### config.mk
export PLATFORM = sky130hd
export DESIGN_NAME = gpio_irq_flat
export DESIGN_NICKNAME = d
export VERILOG_FILES = /design/src/rtl/gpio_irq_if.sv /design/src/rtl/gpio_irq.sv /design/src/flat_wrapper.sv
export SDC_FILE = /design/constraint.sdc
export NUM_CORES = 1
export LEC_CHECK = 0
export ABC_AREA = 0
export CAP_MARGIN = 20
export CORE_ASPECT_RATIO = 0.75
export CORE_MARGIN = 2
export CORE_UTILIZATION = 56
export CTS_CLUSTER_DIAMETER = 80
export CTS_CLUSTER_SIZE = 24
export DETAILED_ROUTE_END_ITERATION = 10
export GPL_ROUTABILITY_DRIVEN = 0
export PLACE_DENSITY = 0.81
export SLEW_MARGIN = 20
export SYNTH_ARGS = -nofsm -noshare
export SYNTH_HDL_FRONTEND = slang
export SYNTH_SLANG_ARGS = --single-unit
### constraint.sdc
create_clock -name clk -period 7.9 [get_ports clk]
set_clock_uncertainty 0.05 [all_clocks]
set_input_delay 1.58 -clock clk [delete_from_list [all_inputs] [get_ports clk]]
set_output_delay 1.58 -clock clk [all_outputs]
set_load 0.1 [all_outputs]
### src/rtl/gpio_irq_if.sv
// CPU-side register bus of gpio_irq: chip select, write strobe, register select,
// write data and registered read data.
interface gpio_irq_if;
    logic       cs;
    logic       we;
    logic [4:0] rs;
    logic [7:0] din;
    logic [7:0] dout;

    modport master (output cs, output we, output rs, output din, input dout);
    modport slave  (input cs, input we, input rs, input din, output dout);
endinterface

### src/rtl/gpio_irq.sv
// Byte-addressed GPIO block: output/direction registers, synchronised pin inputs,
// per-pin edge capture into a write-1-to-clear status register and a level interrupt.
module gpio_irq #(
    parameter int              WIDTH       = 8,
    parameter int              SYNC_STAGES = 2,
    parameter logic [WIDTH-1:0] OUT_RESET  = '0
) (
    input  logic             clk,
    input  logic             reset,
    gpio_irq_if.slave        bus,
    input  logic [WIDTH-1:0] gpio_i,
    output logic [WIDTH-1:0] gpio_o,
    output logic [WIDTH-1:0] gpio_oe,
    output logic             irq
);
    localparam int ARM_CYCLES = SYNC_STAGES + 1;
    localparam int ARM_W      = $clog2(ARM_CYCLES + 1);

    typedef enum logic [2:0] {
        REG_OUT  = 3'd0,
        REG_DIR  = 3'd1,
        REG_PIN  = 3'd2,
        REG_IEN  = 3'd3,
        REG_EDGE = 3'd4,
        REG_BOTH = 3'd5,
        REG_STAT = 3'd6,
        REG_NONE = 3'd7
    } reg_idx_e;

    logic [WIDTH-1:0] out_q, out_d;
    logic [WIDTH-1:0] dir_q, dir_d;
    logic [WIDTH-1:0] ien_q, ien_d;
    logic [WIDTH-1:0] edge_q, edge_d;
    logic [WIDTH-1:0] both_q, both_d;
    logic [WIDTH-1:0] stat_q, stat_d;
    logic [WIDTH-1:0] prev_q, prev_d;
    logic [WIDTH-1:0] sync_q [SYNC_STAGES];
    logic [WIDTH-1:0] sync_d [SYNC_STAGES];
    logic [7:0]       dout_q, dout_d;
    logic             irq_q, irq_d;
    logic [ARM_W-1:0] arm_q, arm_d;

    reg_idx_e         idx;
    logic [1:0]       lane;
    logic             wr_en;
    logic             rd_en;
    logic             armed;
    logic [WIDTH-1:0] lane_mask;
    logic [WIDTH-1:0] wr_data;
    logic [WIDTH-1:0] pin_val;
    logic [WIDTH-1:0] rise;
    logic [WIDTH-1:0] fall;
    logic [WIDTH-1:0] hit;
    logic [WIDTH-1:0] clr;
    logic [WIDTH-1:0] rd_sel;
    logic [31:0]      rd_word;

    function automatic logic [WIDTH-1:0] merge(input logic [WIDTH-1:0] old_val,
                                               input logic [WIDTH-1:0] mask,
                                               input logic [WIDTH-1:0] data);
        return (old_val & ~mask) | (data & mask);
    endfunction

    always_comb begin
        idx   = reg_idx_e'(bus.rs[4:2]);
        lane  = bus.rs[1:0];
        wr_en = bus.cs & bus.we;
        rd_en = bus.cs & ~bus.we;

        // Bits beyond WIDTH simply do not exist, so unbacked lanes get an empty mask.
        for (int i = 0; i < WIDTH; i++) begin
            lane_mask[i] = ((i / 8) == int'(lane));
            wr_data[i]   = bus.din[i % 8];
        end

        pin_val = sync_q[SYNC_STAGES-1];
        armed   = (arm_q == ARM_W'(ARM_CYCLES));
        arm_d   = armed ? arm_q : arm_q + ARM_W'(1);

        rise = pin_val & ~prev_q;
        fall = ~pin_val & prev_q;
        hit  = '0;
        if (armed) begin
            hit = (both_q & (rise | fall)) | (~both_q & ((~edge_q & rise) | (edge_q & fall)));
        end

        out_d  = out_q;
        dir_d  = dir_q;
        ien_d  = ien_q;
        edge_d = edge_q;
        both_d = both_q;
        clr    = '0;
        if (wr_en) begin
            case (idx)
                REG_OUT:  out_d  = merge(out_q,  lane_mask, wr_data);
                REG_DIR:  dir_d  = merge(dir_q,  lane_mask, wr_data);
                REG_IEN:  ien_d  = merge(ien_q,  lane_mask, wr_data);
                REG_EDGE: edge_d = merge(edge_q, lane_mask, wr_data);
                REG_BOTH: both_d = merge(both_q, lane_mask, wr_data);
                REG_STAT: clr    = wr_data & lane_mask;
                default:  clr    = '0;
            endcase
        end

        // A fresh edge outranks a same-cycle clear so no event is ever lost.
        stat_d = (stat_q & ~clr) | hit;
        irq_d  = |(stat_q & ien_q);

        sync_d[0] = gpio_i;
        for (int s = 1; s < SYNC_STAGES; s++) begin
            sync_d[s] = sync_q[s-1];
        end
        prev_d = pin_val;

        case (idx)
            REG_OUT:  rd_sel = out_q;
            REG_DIR:  rd_sel = dir_q;
            REG_PIN:  rd_sel = pin_val;
            REG_IEN:  rd_sel = ien_q;
            REG_EDGE: rd_sel = edge_q;
            REG_BOTH: rd_sel = both_q;
            REG_STAT: rd_sel = stat_q;
            default:  rd_sel = '0;
        endcase
        rd_word              = '0;
        rd_word[WIDTH-1:0]   = rd_sel;
        dout_d = rd_en ? rd_word[{lane, 3'b000} +: 8] : dout_q;
    end

    always_ff @(posedge clk or posedge reset) begin
        if (reset) begin
            out_q  <= OUT_RESET;
            dir_q  <= '0;
            ien_q  <= '0;
            edge_q <= '0;
            both_q <= '0;
            stat_q <= '0;
            prev_q <= '0;
            for (int s = 0; s < SYNC_STAGES; s++) begin
                sync_q[s] <= '0;
            end
            dout_q <= '0;
            irq_q  <= 1'b0;
            arm_q  <= '0;
        end else begin
            out_q  <= out_d;
            dir_q  <= dir_d;
            ien_q  <= ien_d;
            edge_q <= edge_d;
            both_q <= both_d;
            stat_q <= stat_d;
            prev_q <= prev_d;
            for (int s = 0; s < SYNC_STAGES; s++) begin
                sync_q[s] <= sync_d[s];
            end
            dout_q <= dout_d;
            irq_q  <= irq_d;
            arm_q  <= arm_d;
        end
    end

    assign gpio_o   = out_q;
    assign gpio_oe  = dir_q;
    assign irq      = irq_q;
    assign bus.dout = dout_q;
endmodule

### src/flat_wrapper.sv
// flat-port wrapper written by rule: the top's interface ports become plain ports
module gpio_irq_flat 
#(
    parameter int              WIDTH       = 8,
    parameter int              SYNC_STAGES = 2,
    parameter logic [WIDTH-1:0] OUT_RESET  = '0
)
  (clk, reset, gpio_i, gpio_o, gpio_oe, irq, bus_cs, bus_we, bus_rs, bus_din, bus_dout);
  gpio_irq_if bus_i ();
  input  logic clk;
  input  logic reset;
  input  logic [WIDTH-1:0] gpio_i;
  output logic [WIDTH-1:0] gpio_o;
  output logic [WIDTH-1:0] gpio_oe;
  output logic irq;
  input wire logic [$bits(bus_i.cs)-1:0] bus_cs;
  input wire logic [$bits(bus_i.we)-1:0] bus_we;
  input wire logic [$bits(bus_i.rs)-1:0] bus_rs;
  input wire logic [$bits(bus_i.din)-1:0] bus_din;
  output wire logic [$bits(bus_i.dout)-1:0] bus_dout;
  assign bus_i.cs = bus_cs;
  assign bus_i.we = bus_we;
  assign bus_i.rs = bus_rs;
  assign bus_i.din = bus_din;
  assign bus_dout = bus_i.dout;
  gpio_irq #(.WIDTH(WIDTH), .SYNC_STAGES(SYNC_STAGES), .OUT_RESET(OUT_RESET)) u_core (.clk(clk), .reset(reset), .bus(bus_i), .gpio_i(gpio_i), .gpio_o(gpio_o), .gpio_oe(gpio_oe), .irq(irq));
endmodule
==> results.ini, run 1 <==
[logic_synthesis]
synth_adder_area_share=0.0548
synth_top_family_by_area=multiplexers
synth_area_per_cell_sq_um=12.5
synth-compound-area-share=0.0986
synth_largest_type_area_fraction=0.535
postSynthCellCount=310
synth_sequential_area_ratio=0.535
synth.mux.area_fraction=0.174
syn-num-nets=352
postSynthRegisterBits=83
netlist_top_cells_area=dfrtp_1 54%, mux2_2 9.6%, ha_1 5.5%, mux2i_1 4.1%, mux2_4 3.1%
netlist.top_cell.by_area=dfrtp_1
netlist-cell-type-count=36
synth_xor_area_frac=0.00226
syn_area_sq_mm=0.00388
synthSimpleGateAreaFrac=0.0986
count_of_synthesis_stage_warnings_from_yosys=0

[sta]
setup_tns_ps=0
worst_case_headroom_to_the_max_slew_limit=0.338
clock_period_minus_final_worst_setup_slack_ps=3780
finalSetupViolCount=0
worst-slew-pin-transition_ps=990
min_period_over_period=0.478
clock.fmax_ghz=0.265
final-max-slew-violation-count=0
hold_viol=0
grt_setup_unrepaired=false

[critical_path]
worst_ep_required_time_ps=8080
critPathCaptureType=register
worst_setup_path_start_kind=primary input
cp.arrival_ps=3960
critPathKind=in -> reg
worst-path-max-fanout=19

[routing]
num_vias=2699
met3_wirelength_um=545
via_per_inst=6.01
post-route-drc-count=0
drt_first_iter_violations=149
totalWireLength_um=8400
routed-wl-met2_um=4040
final_antenna_net_count=0
top_metal_layer_carrying_routed_signals=met4
post_drt_wl_per_cell_um=18.7
routedLengthMet1_um=3710
detailedRoute.firstPassIterationCount=5

[placed_design]
portBuffers=49
place.detailed.hpwl_um=5660

[floorplanning]
dieArea_sq_mm=0.00762
die_h_um=76.1
rows=26
die_w_um=100
fp.coreArea_sq_mm=0.00677
initial_utilization=0.574
top_level_ports=50

[hold_path]
worst_hold_path_type=reg -> reg

[clocking]
quantity_of_gates_resized_following_cts=0
worst_setup_hold_path_clk_slew_ps=80
cts-buffers-inserted=9
cts_tree=yes
h-tree-depth=3
cts.path.max_buffers=2
clock_latency_ps=350
clock_tree.root_cell=clkbuf_8
clock_sink_count=83
cts_setup_buffers=0
cts_hold_repair.buffers=0

[layout]
syn_to_final_growth_pct=19.7
mostFrequentLayoutCell=dfrtp_1
finish.net_count=402
layout_common_cells=83 x dfrtp_1, 49 x clkdlybuf4s50_1, 33 x mux2_2, 18 x nand2_1
antennaDiodeCount=0
drive_above_1_share=0.178

[global_routing]
grt.overflow.total=0
grt_antenna_before_repair=0
track_usage=0.236
wire_length_of_the_first_global_routing_pass_um=13900
first_global_vias=2691
grt_start_max_net_pins=84

[power_and_ir_drop]
power.leakage_nw=2.13
ir_drop_uv=214
power_mw=1.07
cellPowerDensity_mw_per_mm2=230

[run]
timing.max_cap.violations=0

[run_status]
status=finished, final reports clean

==> where the power goes <==
| group | internal, mW | switching [mW] |
|---|---|---|
| Sequential | 0.462 | 0.0308 |
| Combinational | 0.0843 | 0.169 |
| Clock | 0.177 | 0.145 |
==> routing by layer <==
layer  global-route usage  up-vias
met4               0.0589        0
met2                0.365      113
li1                     -     1212
met5                    0        -
met1                0.338     1363
met3               0.0587       11
==> synth_stat cells <==
cell type   n
buf_6       1
o21bai_1    1
nor2b_1     8
xnor2_1     1
dfrtp_1    83
inv_2       1
nor2_1      5
or3_1       2
o211ai_1    5
nand3b_1    6
nand2_1    18
buf_2       6
o21ai_0    14
mux2_2     33
a2111oi_0   2
mux2_4      8
nand2b_1    2
nand3_1     1
ha_1       17
clkbuf_1    4
nand4bb_1   1
a21oi_1    15
nor3_4      1
nor3_1      1
nand4b_1   10
a22o_1      8
nand2b_4    1
inv_1      18
buf_4       2
nor3b_4     1
and3_1      2
nand4_1     1
mux2i_1    16
mux4_2      1
a211oi_1   10
a22oi_1     4
==> critical path, stage by stage <==
cell and delay [ps]:
clkdlybuf4s50_1 990, nand2b_1 380, or3_1 630, mux2_4 380
==> area by class of cell <==
class / count / area [sq um]
fill: 509 / 2120
sequential: 83 / 2080
multi-input combinational: 195 / 1670
timing repair buffer: 52 / 517
clock buffer: 11 / 131
tap: 84 / 105
clock inverter: 5 / 77.6
inverter: 19 / 72.6
==> cells by family after synthesis <==
family / after synthesis
AND/OR/NAND/NOR: 60
adder cells (fa/ha/maj): 17
XOR/XNOR: 1
buffers and inverters: 32
flip-flops: 83
multiplexers: 58
AO/OA/AOI/OAI: 59
==> through the flow <==
step	instances	util	hold slack [ps]	cell area, sq um	worst slack, ps
after floorplan	310	-	281	3880	4130
after global placement	433	0.655	282	4430	3920
after detailed placement	433	0.655	286	4430	3790
after CTS	449	0.685	303	4640	4140
after global routing	449	0.687	312	4650	4020
final	449	0.687	300	4650	4120
==> worst paths after layout <==
path / from / endpoint / slack (ps) / cells after the start
worst max-delay path: bus_rs[3] / register / 4120 / 4
worst min-delay path: u_core.sync_d[5]$_DFF_PP0_ / u_core.pin_val[5]$_DFF_PP0_ / 300 / 0
worst max register to register: u_core.pin_val[7]$_DFF_PP0_ / u_core.stat_q[7]$_DFF_PP0_ / 6470 / 5
worst min register to register: u_core.sync_d[5]$_DFF_PP0_ / u_core.pin_val[5]$_DFF_PP0_ / 300 / 0
max in group asynchronous: reset / u_core.prev_q[6]$_DFF_PP0_ / 5580 / 3
min in group asynchronous: reset / asynchronous set/reset pin / 1670 / 3
Note: power is estimated with default switching activity, not from simulation.
==> run 2, diff against run 1 <==
- CORE_UTILIZATION: 56 -> 55
- PLACE_DENSITY: 0.81 -> 0.79
- clock period: 7.9 -> 3.9 ns (I/O delays scaled with it)
==> run 2 against run 1 <==
Compared with the run above: register-to-register slack got worse by 4000 ps; utilization fell by 0.27 points; total power is 100% higher; critical path depth stayed put; sequential share of layout area is 0.25 points lower; final area increased by 0.57%; die area increased by 1.7%; first-iteration DRC count is 13% higher; clock-buffer cell count rose by 2; critical path type unchanged; largest power group unchanged.
==> results.ini, run 2 (synthesis results as in run 1) <==
[run_status]
status=finished, final reports clean

[run]
timing.max_cap.violations=0

[routing]
post_drt_wl_per_cell_um=18.5
totalWireLength_um=8400
final_antenna_net_count=0
post-route-drc-count=0
drt_first_iter_violations=169
via_per_inst=5.86
num_vias=2653
detailedRoute.firstPassIterationCount=4

[sta]
setup_tns_ps=0
hold_viol=0
fin_worst_hold_slack_ps=302
clock_period_minus_final_worst_setup_slack_ps=2720
worst_case_headroom_to_the_max_slew_limit=0.342
final-max-slew-violation-count=0
min_period_over_period=0.698
finalSetupViolCount=0
grt_setup_unrepaired=false
worst-slew-pin-transition_ps=983
clock.fmax_ghz=0.367

[clocking]
cts_hold_repair.buffers=0
cts.path.max_buffers=2
cts_tree=yes
h-tree-depth=3
clock_sink_count=83
clock_tree.root_cell=clkbuf_8
cts_setup_buffers=0
clock_latency_ps=340
worst_setup_hold_path_clk_slew_ps=80
quantity_of_gates_resized_following_cts=0
cts-buffers-inserted=9

[floorplanning]
dieArea_sq_mm=0.00775
initial_utilization=0.568
fp.coreArea_sq_mm=0.00683
top_level_ports=50
die_h_um=76.8
die_w_um=101
rows=26

[global_routing]
grt_start_max_net_pins=48
grt_antenna_before_repair=0
track_usage=0.236
grt.overflow.total=0
first_global_vias=2673
wire_length_of_the_first_global_routing_pass_um=13900

[placed_design]
placedInstanceArea_sq_mm=0.00446
portBuffers=49
place.detailed.hpwl_um=5850

[power_and_ir_drop]
cellPowerDensity_mw_per_mm2=463
ir_drop_uv=305
power.leakage_nw=2.14

[layout]
finish.instance_area_sq_mm=0.00467
layout_common_cells=83 x dfrtp_1, 49 x clkdlybuf4s50_1, 33 x mux2_2, 18 x nand2_1
mostFrequentLayoutCell=dfrtp_1
syn_to_final_growth_pct=20.4
finish.net_count=406
antennaDiodeCount=0
drive_above_1_share=0.187

[critical_path]
worst-path-max-fanout=14
critPathCaptureType=register
cp.arrival_ps=2900
critPathKind=in -> reg
worst_ep_required_time_ps=4080
worst_setup_path_start_kind=primary input

[hold_path]
worst_hold_path_type=reg -> reg

run 2: layer usage:
layer / wire, um / track usage
met1: 3870 / 0.343
met2: 3920 / 0.361
met3: 548 / 0.0620
met4: 73 / 0.0473
met5: 0 / 0
run 2: final cells by class:
| cell class | instances | area, sq um |
|---|---|---|
| Fill cell | 518 | 2160 |
| Inverter | 19 | 72.6 |
| Tap cell | 84 | 105 |
| Clock buffer | 13 | 169 |
| Sequential cell | 83 | 2080 |
| Clock inverter | 3 | 45.0 |
| Multi-Input combinational cell | 195 | 1660 |
| Timing Repair Buffer | 56 | 543 |
run 2: power breakdown:
group / switching [mW] / internal, mW / total (mW) / leakage, nW
Combinational: 0.341 / 0.172 / 0.513 / 1.02
Sequential: 0.0652 / 0.936 / 1.00 / 1.02
Clock: 0.301 / 0.349 / 0.650 / 0.102
Total: 0.707 / 1.46 / 2.16 / 2.14
run 2: metrics by stage:
| stage | setup slack, ps | utilization | total power [mW] | std cells |
|---|---|---|---|---|
| global placement | 927 | 0.653 | 1.52 | 437 |
| floorplan | 933 | - | 1.38 | 310 |
| detailed placement | 849 | 0.653 | 1.53 | 437 |
| global route | 1060 | 0.684 | 2.25 | 453 |
| finish | 1180 | 0.684 | 2.16 | 453 |
| CTS | 1160 | 0.684 | 2.18 | 453 |
run 2: final timing paths:
check	cells past startpoint	slack [ps]	end	startpoint
max	4	1180	register	bus_rs[3]
min	0	300	u_core.pin_val[2]$_DFF_PP0_	u_core.sync_d[2]$_DFF_PP0_
max reg2reg	5	2430	u_core.stat_q[2]$_DFF_PP0_	u_core.pin_val[2]$_DFF_PP0_
min reg2reg	0	300	u_core.pin_val[2]$_DFF_PP0_	u_core.sync_d[2]$_DFF_PP0_
max in group asynchronous	3	2230	u_core.pin_val[7]$_DFF_PP0_	reset
min in group asynchronous	2	830	asynchronous set/reset pin	reset
run 2: critical path, stage by stage:
cell and delay [ps]:
clkdlybuf4s50_1 780, nand2b_1 320, or3_1 630, mux2_4 390
